===== src/rtl/second_chance_bucket_writer_pkg.sv =====
// Shared types and helpers for the second-chance bucket writer.
package second_chance_bucket_writer_pkg;

  typedef enum logic [1:0] {
    S_IDLE = 2'd0,
    S_SCAN = 2'd1,
    S_OUT  = 2'd2
  } state_e;

  function automatic int hand_w(input int n);
    return (n > 1) ? $clog2(n) : 1;
  endfunction

  // Index of the lowest clear bit among the low n bits of v (0 when none is clear).
  function automatic int lowest_zero_idx(input logic [31:0] v, input int n);
    int          idx;
    logic [31:0] s;
    idx = 0;
    for (int i = n - 1; i >= 0; i--) begin
      s = v >> i;
      if (!s[0]) idx = i;
    end
    return idx;
  endfunction

endpackage


===== src/rtl/second_chance_bucket_writer_finder.sv =====
// Lowest empty slot of a bucket as a one-hot vector, plus an any-free flag.
module first_free_slot_finder
  import second_chance_bucket_writer_pkg::*;
#(
  parameter int BUCKET_SIZE = 4
) (
  input  logic [BUCKET_SIZE-1:0] valid_bits_i,
  output logic [BUCKET_SIZE-1:0] free_oh_o,
  output logic                   any_free_o
);

  int idx;

  always_comb begin
    any_free_o = ~&valid_bits_i;
    idx        = lowest_zero_idx(32'(valid_bits_i), BUCKET_SIZE);
    free_oh_o  = '0;
    for (int i = 0; i < BUCKET_SIZE; i++)
      free_oh_o[i] = any_free_o && (idx == i);
  end

endmodule


===== src/rtl/second_chance_bucket_writer.sv =====
// Insert-side slot picker: free slot first, otherwise a second-chance (clock) victim.
module second_chance_bucket_writer
  import second_chance_bucket_writer_pkg::*;
#(
  parameter int DATA_WIDTH  = 32,
  parameter int BUCKET_SIZE = 4
) (
  input  logic                                    clk,
  input  logic                                    reset_n,
  input  logic                                    in_valid,
  output logic                                    in_ready,
  input  logic [DATA_WIDTH-1:0]                   in_data,
  input  logic [BUCKET_SIZE-1:0]                  in_valid_bits,
  input  logic [BUCKET_SIZE-1:0]                  in_ref_bits,
  output logic                                    out_valid,
  input  logic                                    out_ready,
  output logic [BUCKET_SIZE-1:0]                  out_sel,
  output logic [BUCKET_SIZE-1:0][DATA_WIDTH-1:0]  out_data_vec,
  output logic [BUCKET_SIZE-1:0]                  out_ref_bits,
  output logic                                    out_evict
);

  localparam int HW = hand_w(BUCKET_SIZE);

  state_e                                 state_q, state_d;
  logic [HW-1:0]                          hand_q, hand_d, hand_nxt;
  logic [DATA_WIDTH-1:0]                  data_q, data_d;
  logic [BUCKET_SIZE-1:0]                 ref_q, ref_d;
  logic [BUCKET_SIZE-1:0]                 sel_q, sel_d;
  logic [BUCKET_SIZE-1:0][DATA_WIDTH-1:0] vec_q, vec_d;
  logic [BUCKET_SIZE-1:0]                 oref_q, oref_d;
  logic                                   evict_q, evict_d;

  logic [BUCKET_SIZE-1:0]                 free_oh, hand_oh, pick_oh;
  logic                                   any_free;
  logic [DATA_WIDTH-1:0]                  pick_data;
  logic [BUCKET_SIZE-1:0][DATA_WIDTH-1:0] steer_vec;

  first_free_slot_finder #(.BUCKET_SIZE(BUCKET_SIZE)) u_finder (
    .valid_bits_i (in_valid_bits),
    .free_oh_o    (free_oh),
    .any_free_o   (any_free)
  );

  assign hand_nxt = (hand_q == HW'(BUCKET_SIZE - 1)) ? '0 : hand_q + 1'b1;

  // Lane steering is shared: free-slot pick from IDLE, victim pick from SCAN.
  always_comb begin
    hand_oh = '0;
    for (int i = 0; i < BUCKET_SIZE; i++)
      hand_oh[i] = (hand_q == HW'(i));
    pick_oh   = (state_q == S_IDLE) ? free_oh : hand_oh;
    pick_data = (state_q == S_IDLE) ? in_data : data_q;
    steer_vec = '0;
    for (int i = 0; i < BUCKET_SIZE; i++)
      steer_vec[i] = pick_oh[i] ? pick_data : '0;
  end

  always_comb begin
    state_d = state_q;
    hand_d  = hand_q;
    data_d  = data_q;
    ref_d   = ref_q;
    sel_d   = sel_q;
    vec_d   = vec_q;
    oref_d  = oref_q;
    evict_d = evict_q;
    case (state_q)
      S_IDLE: begin
        if (in_valid) begin
          data_d = in_data;
          ref_d  = in_ref_bits;
          if (any_free) begin
            sel_d   = free_oh;
            vec_d   = steer_vec;
            oref_d  = in_ref_bits | free_oh;
            evict_d = 1'b0;
            state_d = S_OUT;
          end else begin
            state_d = S_SCAN;
          end
        end
      end
      S_SCAN: begin
        hand_d = hand_nxt;
        if (|(ref_q & hand_oh)) begin
          ref_d = ref_q & ~hand_oh;
        end else begin
          sel_d   = hand_oh;
          vec_d   = steer_vec;
          oref_d  = ref_q | hand_oh;
          evict_d = 1'b1;
          state_d = S_OUT;
        end
      end
      S_OUT: begin
        if (out_ready) begin
          sel_d   = '0;
          vec_d   = '0;
          oref_d  = '0;
          evict_d = 1'b0;
          state_d = S_IDLE;
        end
      end
      default: state_d = S_IDLE;
    endcase
  end

  always_ff @(posedge clk) begin
    if (!reset_n) begin
      state_q <= S_IDLE;
      hand_q  <= '0;
      data_q  <= '0;
      ref_q   <= '0;
      sel_q   <= '0;
      vec_q   <= '0;
      oref_q  <= '0;
      evict_q <= 1'b0;
    end else begin
      state_q <= state_d;
      hand_q  <= hand_d;
      data_q  <= data_d;
      ref_q   <= ref_d;
      sel_q   <= sel_d;
      vec_q   <= vec_d;
      oref_q  <= oref_d;
      evict_q <= evict_d;
    end
  end

  assign in_ready     = (state_q == S_IDLE);
  assign out_valid    = (state_q == S_OUT);
  assign out_sel      = sel_q;
  assign out_data_vec = vec_q;
  assign out_ref_bits = oref_q;
  assign out_evict    = evict_q;

endmodule


===== config.mk =====
export PLATFORM = sky130hd
export DESIGN_NAME = second_chance_bucket_writer
export DESIGN_NICKNAME = d
export VERILOG_FILES = /design/src/rtl/second_chance_bucket_writer_pkg.sv /design/src/rtl/second_chance_bucket_writer_finder.sv /design/src/rtl/second_chance_bucket_writer.sv
export SDC_FILE = /design/constraint.sdc
export NUM_CORES = 1
export LEC_CHECK = 0
export BUFFER_PORTS_ARGS = -buffer_cell sky130_fd_sc_hd__buf_2
export CAP_MARGIN = 20
export CORE_MARGIN = 5
export CORE_UTILIZATION = 53
export DETAILED_ROUTE_END_ITERATION = 8
export PLACE_DENSITY_LB_ADDON = 0.12
export REMOVE_ABC_BUFFERS = 1
export SYNTH_ARGS = -nofsm -noshare
export SYNTH_HDL_FRONTEND = slang
export SYNTH_HIERARCHICAL = 1
export SYNTH_SLANG_ARGS = --single-unit

===== constraint.sdc =====
create_clock -name clk -period 2.6 [get_ports clk]
set_input_delay 0 -clock clk [delete_from_list [all_inputs] [get_ports clk]]
set_output_delay 0 -clock clk [all_outputs]
set_load 0.1 [all_outputs]

==> results.toml, run 1 <==
[critical_path]
cp-startpoint = "state_q[1]"
worstPathRequired_ns = 2.89
r2r_cells = 8
end_kind = "flop"
worstSetupPathType = "flop to flop"
path_max_fanout = 72
start_kind = "flop"
critPathArrivalTime_ns = 2.73
r2r_setup_slack_ns = 0.16
critPathCapture = "out_data_vec[125]"
rr_endpoint = "out_data_vec[125]"
worstReg2RegStart = "state_q[1]"

[final_layout]
fin_nets = 1144
layout_commonest_cell = "nand2_1"
stdcell_count = 1285
utilization_pct = 68.4
syn_to_final_growth_pct = 26.9
nFillCells = 1180
drive_gt1_share_pct = 22.0
antenna_cells = 0
layout_common_cells = "nand2_1, buf_2, dfxtp_1"

[placed_design]
gp_congestion = 0.778
dp_hpwl_mm = 12.8
dp_cells = 1214
portBuffers = 182

[drt]
final_antenna_net_count = 0
drc = 0
routed_wl_mm = 21.4
vias = 7349
vias_per_cell = 5.72
post_drt_wl_per_cell_um = 16.6
dr.pass1.iters = 5
drt_iter0_markers = 699

[yosys]
ys_seq_area_share_pct = 47.5
syn_inst = 927
synth_area_leaders = "dfxtp_1, nand4_1, nand2_1"
ys_ff_latch = 177
synth_top_area_share_pct = 47.5
ys_types = 31
post_synth.cell_area_avg_um2 = 8.04
synth_area_mm2 = 0.00746
synth_area_leader_cell = "dfxtp_1"
yosys_warnings = 6

[clock_tree]
insertion_delay_ns = 0.42
clk_path_buf_depth = 2
htree_num_levels = 4
numCtsBuffers = 17
clock_tree.root_cell = "clkbuf_16"
cts_sinks = 177
cts_setup_buffers = 0
path_clk_slew_ns = 0.06
cts_tree = "yes"

[floorplan]
pin_count = 183
chipWidth_um = 129
fp.dieH_um = 129
core_area_mm2 = 0.0138
initial_utilization_pct = 53.9
placementRows = 43
dieArea_mm2 = 0.0165

[global_route]
grt_first_pass_wirelength_mm = 34.0
grt_pass1_vias = 6706
grt_max_degree = 134
grtUsageTotal_pct = 25.3
grt_remaining_overflow = 0
grt_antenna_before_repair = 0

[timing]
setup_viol = 0
tightest_slew_ns = 1.02
post-route-period-util_pct = 93.8
grt_setup_unrepaired = "false"
slew_viol_final = 0
skew_ns = 0.00646
hold_viol_final = 0
slew_headroom_pct = 31.9
fin_crit_ns = 2.44
fmax_mhz = 410

[power]
vdd_ir_drop_max_uv = 413
power_density_mw_per_mm2 = 789
p_leak_nw = 3.98

[worst_hold_path]
worstHoldPathType = "primary input to flop"

[run_status]
status = "complete, no violations"

[job]
maxCapViolations = 0
==> timing repair <==
action | CTS | global route
endpoints found under the hold margin | 38 | 0
resized for setup | 0 | 1
setup endpoints to repair | 0 | 2
hold buffers | 38 | 0
==> area by class of cell <==
cell class / count / area (µm²) / area share, %
Multi-Input combinational cell: 649 / 3490 / 36.9
Clock inverter: 10 / 181 / 1.92
Sequential cell: 177 / 3540 / 37.4
Clock buffer: 22 / 454 / 4.80
Inverter: 6 / 22.5 / 0.238
Timing Repair Buffer: 241 / 1550 / 16.3
Tap cell: 180 / 225 / 2.38
==> routing by layer <==
metal | GRT usage (%) | wire [µm]
met2 | 39.6 | 9880
met3 | 5.35 | 1670
met4 | 9.70 | 466
met5 | 0 | 0
met1 | 34.6 | 9340
==> power breakdown <==
part	leakage (nW)	switching (mW)	internal, mW	total, mW
clock	0.308	1.03	1.73	2.77
sequential	1.44	0.0721	2.85	2.92
combinational	2.24	1.38	0.400	1.78
total	3.98	2.49	4.98	7.47
==> per-stage QoR <==
step,worst slack (ns),TNS (ns),cell area [µm²],hold WS [ns],power [mW]
floorplan,-9.87,-1357.19,7010,0.136,4.24
global placement,0.288,0,8420,0.254,4.69
detailed placement,0.217,0,8420,0.260,4.69
CTS,0.140,0,9440,0.0837,7.48
global route,0.0348,0,9460,0.110,7.76
finish,0.160,0,9460,0.102,7.47
==> how the worst min path moves through the flow <==
| stage | startpoint | slack, ns | cells past startpoint | end |
|---|---|---|---|---|
| floorplan | in_data[0] | 0.14 | 2 | data_q[0] |
| global placement | in_data[23] | 0.25 | 3 | data_q[23] |
| detailed placement | in_data[30] | 0.26 | 3 | data_q[30] |
| CTS | out_ready | 0.08 | 4 | state_q[1] |
| global route | in_valid_bits[2] | 0.11 | 4 | out_sel[2] |
| finish | in_valid_bits[3] | 0.10 | 4 | out_sel[3] |
==> cell usage after synthesis <==
master,instances
a21oi_1,52
nor2_4,1
nor2b_1,3
nand3_1,9
buf_1,5
and2_1,1
mux2i_1,38
nand4_1,129
ha_1,8
buf_6,9
nor2_1,41
a22o_1,2
and3b_2,1
nand2b_1,5
a41o_1,1
clkbuf_1,61
nor4_1,1
inv_1,6
nor3_1,4
buf_2,15
o21ai_0,95
o21a_1,1
and4b_1,1
clkbuf_2,5
a211oi_1,2
o21ai_1,51
a311oi_1,4
nand2_1,197
dfxtp_1,177
or4_4,1
nor2b_4,1
==> logic make-up after synthesis <==
logic type,after synthesis,share of synthesized area [%]
simple gates,395,25.3
mux,38,5.10
buf+inv,101,6.33
flops,177,47.5
fa+ha+maj,8,1.34
compound gates,208,14.4
==> registers in the layout (all words and copies together), names as in the netlist <==
name,cells
data_q,32
hand_q,2
out_data_vec,128
out_evict,1
out_ref_bits,4
out_sel,4
ref_q,4
state_q,2
==> worst max-delay path: stages, from the launching register on <==
cell and delay (ns):
dfxtp_1 0.39, inv_1 0.09, ha_2 0.21, buf_12 0.22, nor2b_1 0.22, or4_4 0.55
nor2_4 0.17, buf_12 0.29, o21ai_0 0.15
(Power assumes the default switching activity.)
==> run 2, diff against run 1 <==
--- a/config.mk
+++ b/config.mk
@@ -7,6 +7,7 @@
 export LEC_CHECK = 0
 export BUFFER_PORTS_ARGS = -buffer_cell sky130_fd_sc_hd__buf_2
 export CAP_MARGIN = 20
+export CORE_ASPECT_RATIO = 1.2
 export CORE_MARGIN = 5
 export CORE_UTILIZATION = 53
 export DETAILED_ROUTE_END_ITERATION = 8
==> results.toml, run 2 (same netlist as run 1, synthesis figures left out) <==
[run_status]
status = "complete, no violations"

[floorplan]
pin_count = 183
dieArea_mm2 = 0.0166
fp.dieH_um = 140
chipWidth_um = 118
core_area_mm2 = 0.0138
initial_utilization_pct = 54.0
placementRows = 47

[timing]
tightest_slew_ns = 1.07
setup_viol = 0
hold_viol_final = 0
slew_viol_final = 0
fin_crit_ns = 2.46
grt_setup_unrepaired = "false"
slew_headroom_pct = 28.7
fmax_mhz = 406
finalWorstSetupSlack_ns = 0.138
whs_ns = 0.0879
post-route-period-util_pct = 94.7
skew_ns = 0.0107

[final_layout]
stdcell_count = 1281
drive_gt1_share_pct = 22.2
largest_register_ff_count = 128
antenna_cells = 0
nFillCells = 1161
layout_commonest_cell = "nand2_1"
final_area_mm2 = 0.00945
fin_nets = 1149
syn_to_final_growth_pct = 26.7
layout_common_cells = "nand2_1, buf_2, dfxtp_1"

[placed_design]
dp_hpwl_mm = 13.1
gp_congestion = 0.822
dp_cells = 1206
preCtsSetupSlack_ns = 0.340
portBuffers = 182
place_area_mm2 = 0.00840

[power]
vdd_ir_drop_max_uv = 481
p_leak_nw = 3.99
power_density_mw_per_mm2 = 781

[global_route]
grt_first_pass_wirelength_mm = 35.9
grtUsageTotal_pct = 25.8
grt_remaining_overflow = 0
grt_use_met2_pct = 41.7
grt_max_degree = 96
met1_usage_pct = 34.7
grt_antenna_before_repair = 0
grt_pass1_vias = 7044
globalRouteMet3Util_pct = 5.48
busiest_layer = "met2"

[clock_tree]
cts_setup_buffers = 0
clock_tree.root_cell = "clkbuf_16"
clk_path_buf_depth = 2
cts_sinks = 177
path_clk_slew_ns = 0.07
htree_num_levels = 4
numCtsBuffers = 17
insertion_delay_ns = 0.42
cts_tree = "yes"

[drt]
post_drt_wl_per_cell_um = 16.9
vias = 7355
vias_per_cell = 5.74
routed_wl_mm = 21.7
drc = 0
drt_iter0_markers = 786
dr.pass1.iters = 5
final_antenna_net_count = 0

[job]
maxCapViolations = 0

[critical_path]
start_kind = "flop"
worstSetupPathType = "flop to flop"
path_max_fanout = 14
end_kind = "flop"
worstPathRequired_ns = 2.96
critPathArrivalTime_ns = 2.82

[worst_hold_path]
worstHoldPathType = "primary input to flop"
run 2: changes by cell type in the layout (fill, tap and decap cells not counted), sizes merged:
cell	before	now
clkinvlp	1	0
dlygate4sd3	38	43
inv	7	13
bufinv	5	3
clkbuf	22	19
run 2: area by class of cell:
| type | instances | area (µm²) | share of cell area (%) |
|---|---|---|---|
| tap | 171 | 214 | 2.26 |
| inverter | 6 | 22.5 | 0.238 |
| sequential | 177 | 3540 | 37.5 |
| timing repair buffer | 246 | 1560 | 16.5 |
| clock buffer | 19 | 443 | 4.69 |
| multi-input combinational | 649 | 3490 | 36.9 |
| clock inverter | 13 | 173 | 1.83 |
run 2: through the flow:
| step | total power, mW | utilization (%) | TNS, ns |
|---|---|---|---|
| final | 7.38 | 68.4 | 0 |
| after detailed placement | 4.68 | 60.8 | 0 |
| after global routing | 7.66 | 68.4 | 0 |
| after floorplan | 4.24 | - | -1357.19 |
| after global placement | 4.68 | 60.8 | 0 |
| after CTS | 7.40 | 68.4 | 0 |
run 2: timing repair:
item / 4_1_cts / 5_1_grt
setup endpoints to repair: 0 / 0
hold buffers: 43 / 0
hold endpoints to repair: 55 / 0
resized for setup: 0 / 0
run 2: per-layer routing:
| layer | wire, µm | vias up |
|---|---|---|
| met5 | 0 | - |
| met4 | 337 | 0 |
| met3 | 1420 | 27 |
| met2 | 10700 | 272 |
| met1 | 9270 | 3450 |
| li1 | - | 3606 |
run 2: path summary, 6_finish.rpt:
path	start	to	slack (ns)	cells past startpoint
hold / removal	in_valid_bits[3]	out_sel[3]	0.09	4
setup / recovery	hand_q[0]	ref_q[3]	0.14	8
hold reg to reg	out_data_vec[1]	out_data_vec[1]	0.44	2
setup reg to reg	hand_q[0]	ref_q[3]	0.14	8
run 2: worst max-delay path: stages, from the launching register on:
cell           delay [ns]
dfxtp_1              0.40
inv_1                0.09
ha_1                 0.28
a22o_1               0.31
o21ai_4              0.19
buf_4                0.23
a21oi_1              0.17
a21oi_1              0.16
dlygate4sd3_1        0.57
run 2: power by group:
group	internal (mW)	switching (mW)
logic	0.387	1.39
registers	2.85	0.0741
clock network	1.56	1.12
total	4.80	2.58
